==> config.mk <==
export PLATFORM = sky130hd
export DESIGN_NAME = fifo_wptr_full_flat
export DESIGN_NICKNAME = d
export VERILOG_FILES = /design/src/rtl/fifo_pkg.sv /design/src/rtl/fifo_wptr_full_if.sv /design/src/rtl/fifo_wptr_full.sv /design/src/flat_wrapper.sv
export SDC_FILE = /design/constraint.sdc
export NUM_CORES = 1
export LEC_CHECK = 0
export CAP_MARGIN = 20
export CORE_UTILIZATION = 35
export DETAILED_ROUTE_END_ITERATION = 10
export GPL_TIMING_DRIVEN = 0
export PLACE_DENSITY = 0.65
export SLEW_MARGIN = 0
export SYNTH_ARGS = -nofsm -noshare
export SYNTH_HDL_FRONTEND = slang
export SYNTH_SLANG_ARGS = --single-unit
export TNS_END_PERCENT = 10
==> constraint.sdc <==
create_clock -name clk -period 2.2 [get_ports clk]
set_input_delay 0.22 -clock clk [delete_from_list [all_inputs] [get_ports clk]]
set_output_delay 0.22 -clock clk [all_outputs]
set_load 0.01 [all_outputs]
==> src/rtl/fifo_pkg.sv <==
// Shared async-FIFO helpers: pointer width defaults and Gray/binary conversions
// used by both the write-side and read-side pointer managers.
package fifo_pkg;

  localparam int FIFO_ADDR_W = 4;
  localparam int PTR_MAX_W   = 32;

  function automatic logic [PTR_MAX_W-1:0] bin2gray(input logic [PTR_MAX_W-1:0] bin);
    return bin ^ (bin >> 1);
  endfunction

  // Zero-extended inputs decode correctly because leading zero Gray bits stay zero.
  function automatic logic [PTR_MAX_W-1:0] gray2bin(input logic [PTR_MAX_W-1:0] gray);
    logic [PTR_MAX_W-1:0] bin;
    bin[PTR_MAX_W-1] = gray[PTR_MAX_W-1];
    for (int i = PTR_MAX_W - 2; i >= 0; i--) begin
      bin[i] = bin[i+1] ^ gray[i];
    end
    return bin;
  endfunction

endpackage

==> src/rtl/fifo_wptr_full_if.sv <==
// Write-domain bundle between producer, RAM, read-pointer synchronizer and the
// write-pointer manager.
interface fifo_wptr_full_if
  import fifo_pkg::*;
#(
  parameter int ADDR_W = FIFO_ADDR_W
);

  logic              wr_en;
  logic              clr_overflow;
  logic [ADDR_W:0]   rd_gray_sync;
  logic              mem_we;
  logic [ADDR_W-1:0] wr_addr;
  logic [ADDR_W:0]   wr_gray;
  logic              full;
  logic              almost_full;
  logic [ADDR_W:0]   wr_level;
  logic              overflow;

  modport master (
    output wr_en, clr_overflow, rd_gray_sync,
    input  mem_we, wr_addr, wr_gray, full, almost_full, wr_level, overflow
  );

  modport slave (
    input  wr_en, clr_overflow, rd_gray_sync,
    output mem_we, wr_addr, wr_gray, full, almost_full, wr_level, overflow
  );

endinterface

==> src/rtl/fifo_wptr_full.sv <==
// Async FIFO write-side pointer manager: binary RAM address, registered Gray
// pointer for the read domain, and full/almost_full/level/overflow status.
module fifo_wptr_full
  import fifo_pkg::*;
#(
  parameter int ADDR_W       = FIFO_ADDR_W,
  parameter int AFULL_THRESH = 12
) (
  input logic             clk,
  input logic             rst_n,
  fifo_wptr_full_if.slave bus
);

  localparam int PTR_W = ADDR_W + 1;
  localparam logic [PTR_W-1:0] AFULL_LVL = PTR_W'(AFULL_THRESH);

  logic [PTR_W-1:0] wbin_r;
  logic [PTR_W-1:0] wgray_r;
  logic [PTR_W-1:0] level_r;
  logic             full_r;
  logic             afull_r;
  logic             ovf_r;

  logic             push_s;
  logic [PTR_W-1:0] wbin_next_s;
  logic [PTR_W-1:0] wgray_next_s;
  logic [PTR_W-1:0] rbin_sync_s;
  logic [PTR_W-1:0] full_gray_s;
  logic [PTR_W-1:0] level_next_s;
  logic             full_next_s;
  logic             afull_next_s;
  logic             ovf_next_s;

  // Accepted push; gated by rst_n so nothing reaches the RAM while held in reset.
  assign push_s = bus.wr_en & ~full_r & rst_n;

  // Next-state pointer, status and sticky-overflow computation.
  always_comb begin
    wbin_next_s  = wbin_r + {{ADDR_W{1'b0}}, push_s};
    wgray_next_s = PTR_W'(bin2gray(PTR_MAX_W'(wbin_next_s)));
    rbin_sync_s  = PTR_W'(gray2bin(PTR_MAX_W'(bus.rd_gray_sync)));
    // Full when the write pointer is one lap ahead: top two Gray bits inverted.
    full_gray_s  = {~bus.rd_gray_sync[ADDR_W:ADDR_W-1], bus.rd_gray_sync[ADDR_W-2:0]};
    full_next_s  = (wgray_next_s == full_gray_s);
    level_next_s = wbin_next_s - rbin_sync_s;
    afull_next_s = (level_next_s >= AFULL_LVL);
    if (bus.wr_en & full_r) begin
      ovf_next_s = 1'b1;
    end else if (bus.clr_overflow) begin
      ovf_next_s = 1'b0;
    end else begin
      ovf_next_s = ovf_r;
    end
  end

  // State registers; the Gray pointer must come straight from a flop.
  always_ff @(posedge clk or negedge rst_n) begin
    if (!rst_n) begin
      wbin_r  <= {PTR_W{1'b0}};
      wgray_r <= {PTR_W{1'b0}};
      level_r <= {PTR_W{1'b0}};
      full_r  <= 1'b0;
      afull_r <= 1'b0;
      ovf_r   <= 1'b0;
    end else begin
      wbin_r  <= wbin_next_s;
      wgray_r <= wgray_next_s;
      level_r <= level_next_s;
      full_r  <= full_next_s;
      afull_r <= afull_next_s;
      ovf_r   <= ovf_next_s;
    end
  end

  assign bus.mem_we      = push_s;
  assign bus.wr_addr     = wbin_r[ADDR_W-1:0];
  assign bus.wr_gray     = wgray_r;
  assign bus.full        = full_r;
  assign bus.almost_full = afull_r;
  assign bus.wr_level    = level_r;
  assign bus.overflow    = ovf_r;

endmodule
==> src/flat_wrapper.sv <==
// flat-port wrapper written by rule: the top's interface ports become plain ports
module fifo_wptr_full_flat import fifo_pkg::*;
#(
  parameter int ADDR_W       = FIFO_ADDR_W,
  parameter int AFULL_THRESH = 12
)
  (clk, rst_n, bus_wr_en, bus_clr_overflow, bus_rd_gray_sync, bus_mem_we, bus_wr_addr, bus_wr_gray, bus_full, bus_almost_full, bus_wr_level, bus_overflow);
  fifo_wptr_full_if #(.ADDR_W(ADDR_W)) bus_i ();
  input logic clk;
  input logic rst_n;
  input wire logic [$bits(bus_i.wr_en)-1:0] bus_wr_en;
  input wire logic [$bits(bus_i.clr_overflow)-1:0] bus_clr_overflow;
  input wire logic [$bits(bus_i.rd_gray_sync)-1:0] bus_rd_gray_sync;
  output wire logic [$bits(bus_i.mem_we)-1:0] bus_mem_we;
  output wire logic [$bits(bus_i.wr_addr)-1:0] bus_wr_addr;
  output wire logic [$bits(bus_i.wr_gray)-1:0] bus_wr_gray;
  output wire logic [$bits(bus_i.full)-1:0] bus_full;
  output wire logic [$bits(bus_i.almost_full)-1:0] bus_almost_full;
  output wire logic [$bits(bus_i.wr_level)-1:0] bus_wr_level;
  output wire logic [$bits(bus_i.overflow)-1:0] bus_overflow;
  assign bus_i.wr_en = bus_wr_en;
  assign bus_i.clr_overflow = bus_clr_overflow;
  assign bus_i.rd_gray_sync = bus_rd_gray_sync;
  assign bus_mem_we = bus_i.mem_we;
  assign bus_wr_addr = bus_i.wr_addr;
  assign bus_wr_gray = bus_i.wr_gray;
  assign bus_full = bus_i.full;
  assign bus_almost_full = bus_i.almost_full;
  assign bus_wr_level = bus_i.wr_level;
  assign bus_overflow = bus_i.overflow;
  fifo_wptr_full #(.ADDR_W(ADDR_W), .AFULL_THRESH(AFULL_THRESH)) u_core (.clk(clk), .rst_n(rst_n), .bus(bus_i));
endmodule
==> flow_summary.json <==
{
  "status": "finished, final reports clean",
  "p_per_area_mw_per_mm2": 1510,
  "initial_core_util_pct": 37.5,
  "place_congestion": 0.695,
  "maxCapViolCount": 0,
  "vdd_drop_max_uv": 781,
  "core-area_sq_mm": 0.00252,
  "cts_num_sinks": 17,
  "num_rows": 18,
  "yosysMostFrequentCell": "dfrtp_1",
  "cts_tree": "done",
  "cts_max_level": 1,
  "synth_top_area_share_pct": 45.0,
  "fmax_ghz": 0.476,
  "crit_type": "in2reg",
  "critPathLaunchType": "input pin",
  "n_fill_cell": 227,
  "nets": 136,
  "grt_pass1_wl_mm": 2.59,
  "synth_top_area_cell": "dfrtp_1",
  "antenna_found_initial": 0,
  "ys_top_cells_by_count": "17 x dfrtp_1, 10 x xnor2_1, 9 x inv_1",
  "hold_violations": 0,
  "dp.cells": 138,
  "slowest_stage": "clkdlybuf4s50_1",
  "drtIter0Drc": 8,
  "layout-drive-gt1-share_pct": 22.0,
  "fin_crit_ns": 2.10,
  "drcViolationCount": 0,
  "die_h_um": 54.0,
  "ys_types": 28,
  "max_slew.worst_pin.slew_ns": 0.751,
  "via_per_inst": 4.64,
  "r2r_setup_slack_ns": 0.10,
  "crit_required_ns": 2.37,
  "synthesis.area_sq_um": 946,
  "fin_crit_sh_pct": 95.4,
  "ioPinCount": 27,
  "ys_ff_latch": 17,
  "syn-num-nets": 99,
  "relSlewSlack_pct": 49.8,
  "clk_transition_reported_paths_ns": 0.10,
  "clk_latency_ns": 0.28,
  "finClkSkew_ns": 0.00547,
  "grt_pass1_vias": 606,
  "synthTopCellsByArea": "dfrtp_1 45%, ha_1 9.3%, xnor2_1 9.3%",
  "cpPeakStageDelay_ns": 0.42,
  "syn_to_final_growth_pct": 44.8,
  "fin_ws_ns": 0.101,
  "dieArea_sq_mm": 0.00291,
  "finalSetupViolations": 0,
  "ys_warn_count": 0,
  "syn_area_per_cell_sq_um": 11.5,
  "die_x_um": 54.0,
  "grt_util_all_layers_pct": 13.0,
  "path_common_cell": "ha_4",
  "p_leak_nw": 0.611,
  "dr.pass1.iters": 4,
  "hpwlAfterDp_mm": 1.25,
  "final_core_util_pct": 54.3,
  "fin_cells": 148,
  "pre_cts_ws_ns": -1.05,
  "crit_path_max_fanout": 4,
  "synthFlopType": "dfrtp_1",
  "path_cells": "clkdlybuf4s50_1, and3b_2, ha_4, ha_4, ha_1, nor2b_1, o21ai_1, nor3b_2, o311ai_1",
  "cp-end-kind": "register",
  "async_flop_share_pct": 100,
  "port_buffers": 26,
  "antenna_cells": 0,
  "cts-root-buf": "clkbuf_4",
  "vias": 686,
  "clockBufferDepth": 2,
  "cpLargestDelayFamily": "adder cells",
  "yosysSeqAreaShare_pct": 45.0,
  "routedWlPerCell_um": 11.6,
  "grt_start_max_net_pins": 18,
  "syn_inst": 82,
  "grt_overflow": 0,
  "routed_wl_mm": 1.72,
  "synth_edf_count": 0,
  "critical_path_buf_inv_count": 1,
  "antenna_left": 0,
  "worstPathArrival_ns": 2.26,
  "worstHoldPathType": "in2reg",
  "drv_slew": 0,
  "numCtsBuffers": 3
}
report_power, final:
part           switching (mW)  leakage [nW]  total (mW)  internal [mW]
registers              0.0787         0.205       0.552          0.474
clock network          0.0901        0.0150       0.160         0.0703
logic                   0.612         0.392        1.35          0.738
sequential cells by signal, indices dropped and copies added, names as in the netlist:
register / flops
u_core.bus.wr_level: 5
u_core.bus.almost_full: 1
u_core.wbin_r: 5
u_core.bus.wr_gray: 4
u_core.bus.full: 1
u_core.bus.overflow: 1
final timing paths:
| check | start | endpoint | cells past startpoint |
|---|---|---|---|
| min in group asynchronous | rst_n | u_core.wbin_r[3] | 2 |
| worst max-delay path | bus_wr_en | u_core.bus.almost_full | 9 |
| worst min register to register | u_core.bus.full | u_core.bus.overflow | 2 |
| worst max register to register | u_core.bus.full | u_core.bus.full | 7 |
| max in group asynchronous | rst_n | u_core.bus.wr_gray[1] | 2 |
| worst min-delay path | bus_rd_gray_sync[3] | u_core.bus.full | 4 |
final cells by class:
class	instances	area, sq um	share of cell area, %
inverter	9	33.8	2.47
clock buffer	4	26.3	1.92
multi-input combinational	54	547	39.9
tap	30	37.5	2.74
buffer	2	8.76	0.639
timing repair buffer	32	292	21.3
sequential	17	425	31.1
layer usage:
metal  GRT usage [%]  up-vias  share of wire [%]
li1                -      339                  -
met1            16.3      329                 44
met2            21.0       16                 50
met3            2.54        2                4.3
met4            6.41        0                1.1
met5               0        -                  0
cell families after synthesis:
family / count (synthesis) / synth area share (%)
xor gates and xnor gates: 20 / 21.6
DFF: 17 / 45.0
and+or+nand+nor: 16 / 9.79
AOI/OAI and AO/OA: 9 / 6.75
adders and majority gates: 8 / 11.4
muxes: 1 / 1.06
buffers and inverters: 11 / 4.50
layout by cell type (no fill, tap or decap), drive strengths merged:
| cell type | netlist | routed |
|---|---|---|
| nor3b | 1 | 1 |
| xnor3 | 1 | 1 |
| a21o | 1 | 1 |
| nand3 | 3 | 3 |
| fa | 1 | 1 |
| and2 | 1 | 1 |
| mux2i | 1 | 1 |
| nor4 | 1 | 1 |
| o21ai | 3 | 3 |
| o311ai | 1 | 1 |
| a22oi | 1 | 1 |
| xor2 | 8 | 8 |
| buf | 1 | 7 |
| a21boi | 2 | 2 |
| dlygate4sd2 | 0 | 1 |
| nand3b | 1 | 1 |
| o211a | 1 | 1 |
| ha | 7 | 7 |
| dfrtp | 17 | 17 |
| nor2b | 2 | 2 |
| clkdlybuf4s50 | 0 | 22 |
| inv | 9 | 9 |
| nor2 | 2 | 2 |
| clkbuf | 1 | 7 |
| xnor2 | 11 | 11 |
| and3b | 1 | 1 |
| nand2 | 4 | 4 |
| dlygate4sd3 | 0 | 1 |
per-stage QoR:
step                hold WS, ns  area, sq um  power, mW  TNS, ns
floorplan               -0.0756          983       1.35        0
global placement          0.489         1280       1.78    -6.45
detailed placement        0.497         1280       1.80    -6.85
CTS                       0.420         1350       2.00        0
global route              0.411         1370       2.26  -0.0168
finish                    0.405         1370       2.06        0
tightest hold or removal path, stage by stage:
cell	delay, ns
clkbuf_2	0.12
xnor2_1	0.09
xnor2_1	0.17
nor4_2	0.05
repair_timing:
action	in CTS	in global routing
setup endpoints to repair	8	3
setup buffers	2	3
pin swaps	6	7
hold buffers	1	0
gates cloned	0	0
gates resized for setup	13	10
endpoints found under the hold margin	17	0
No activity file was read; power rests on OpenSTA's default activity.
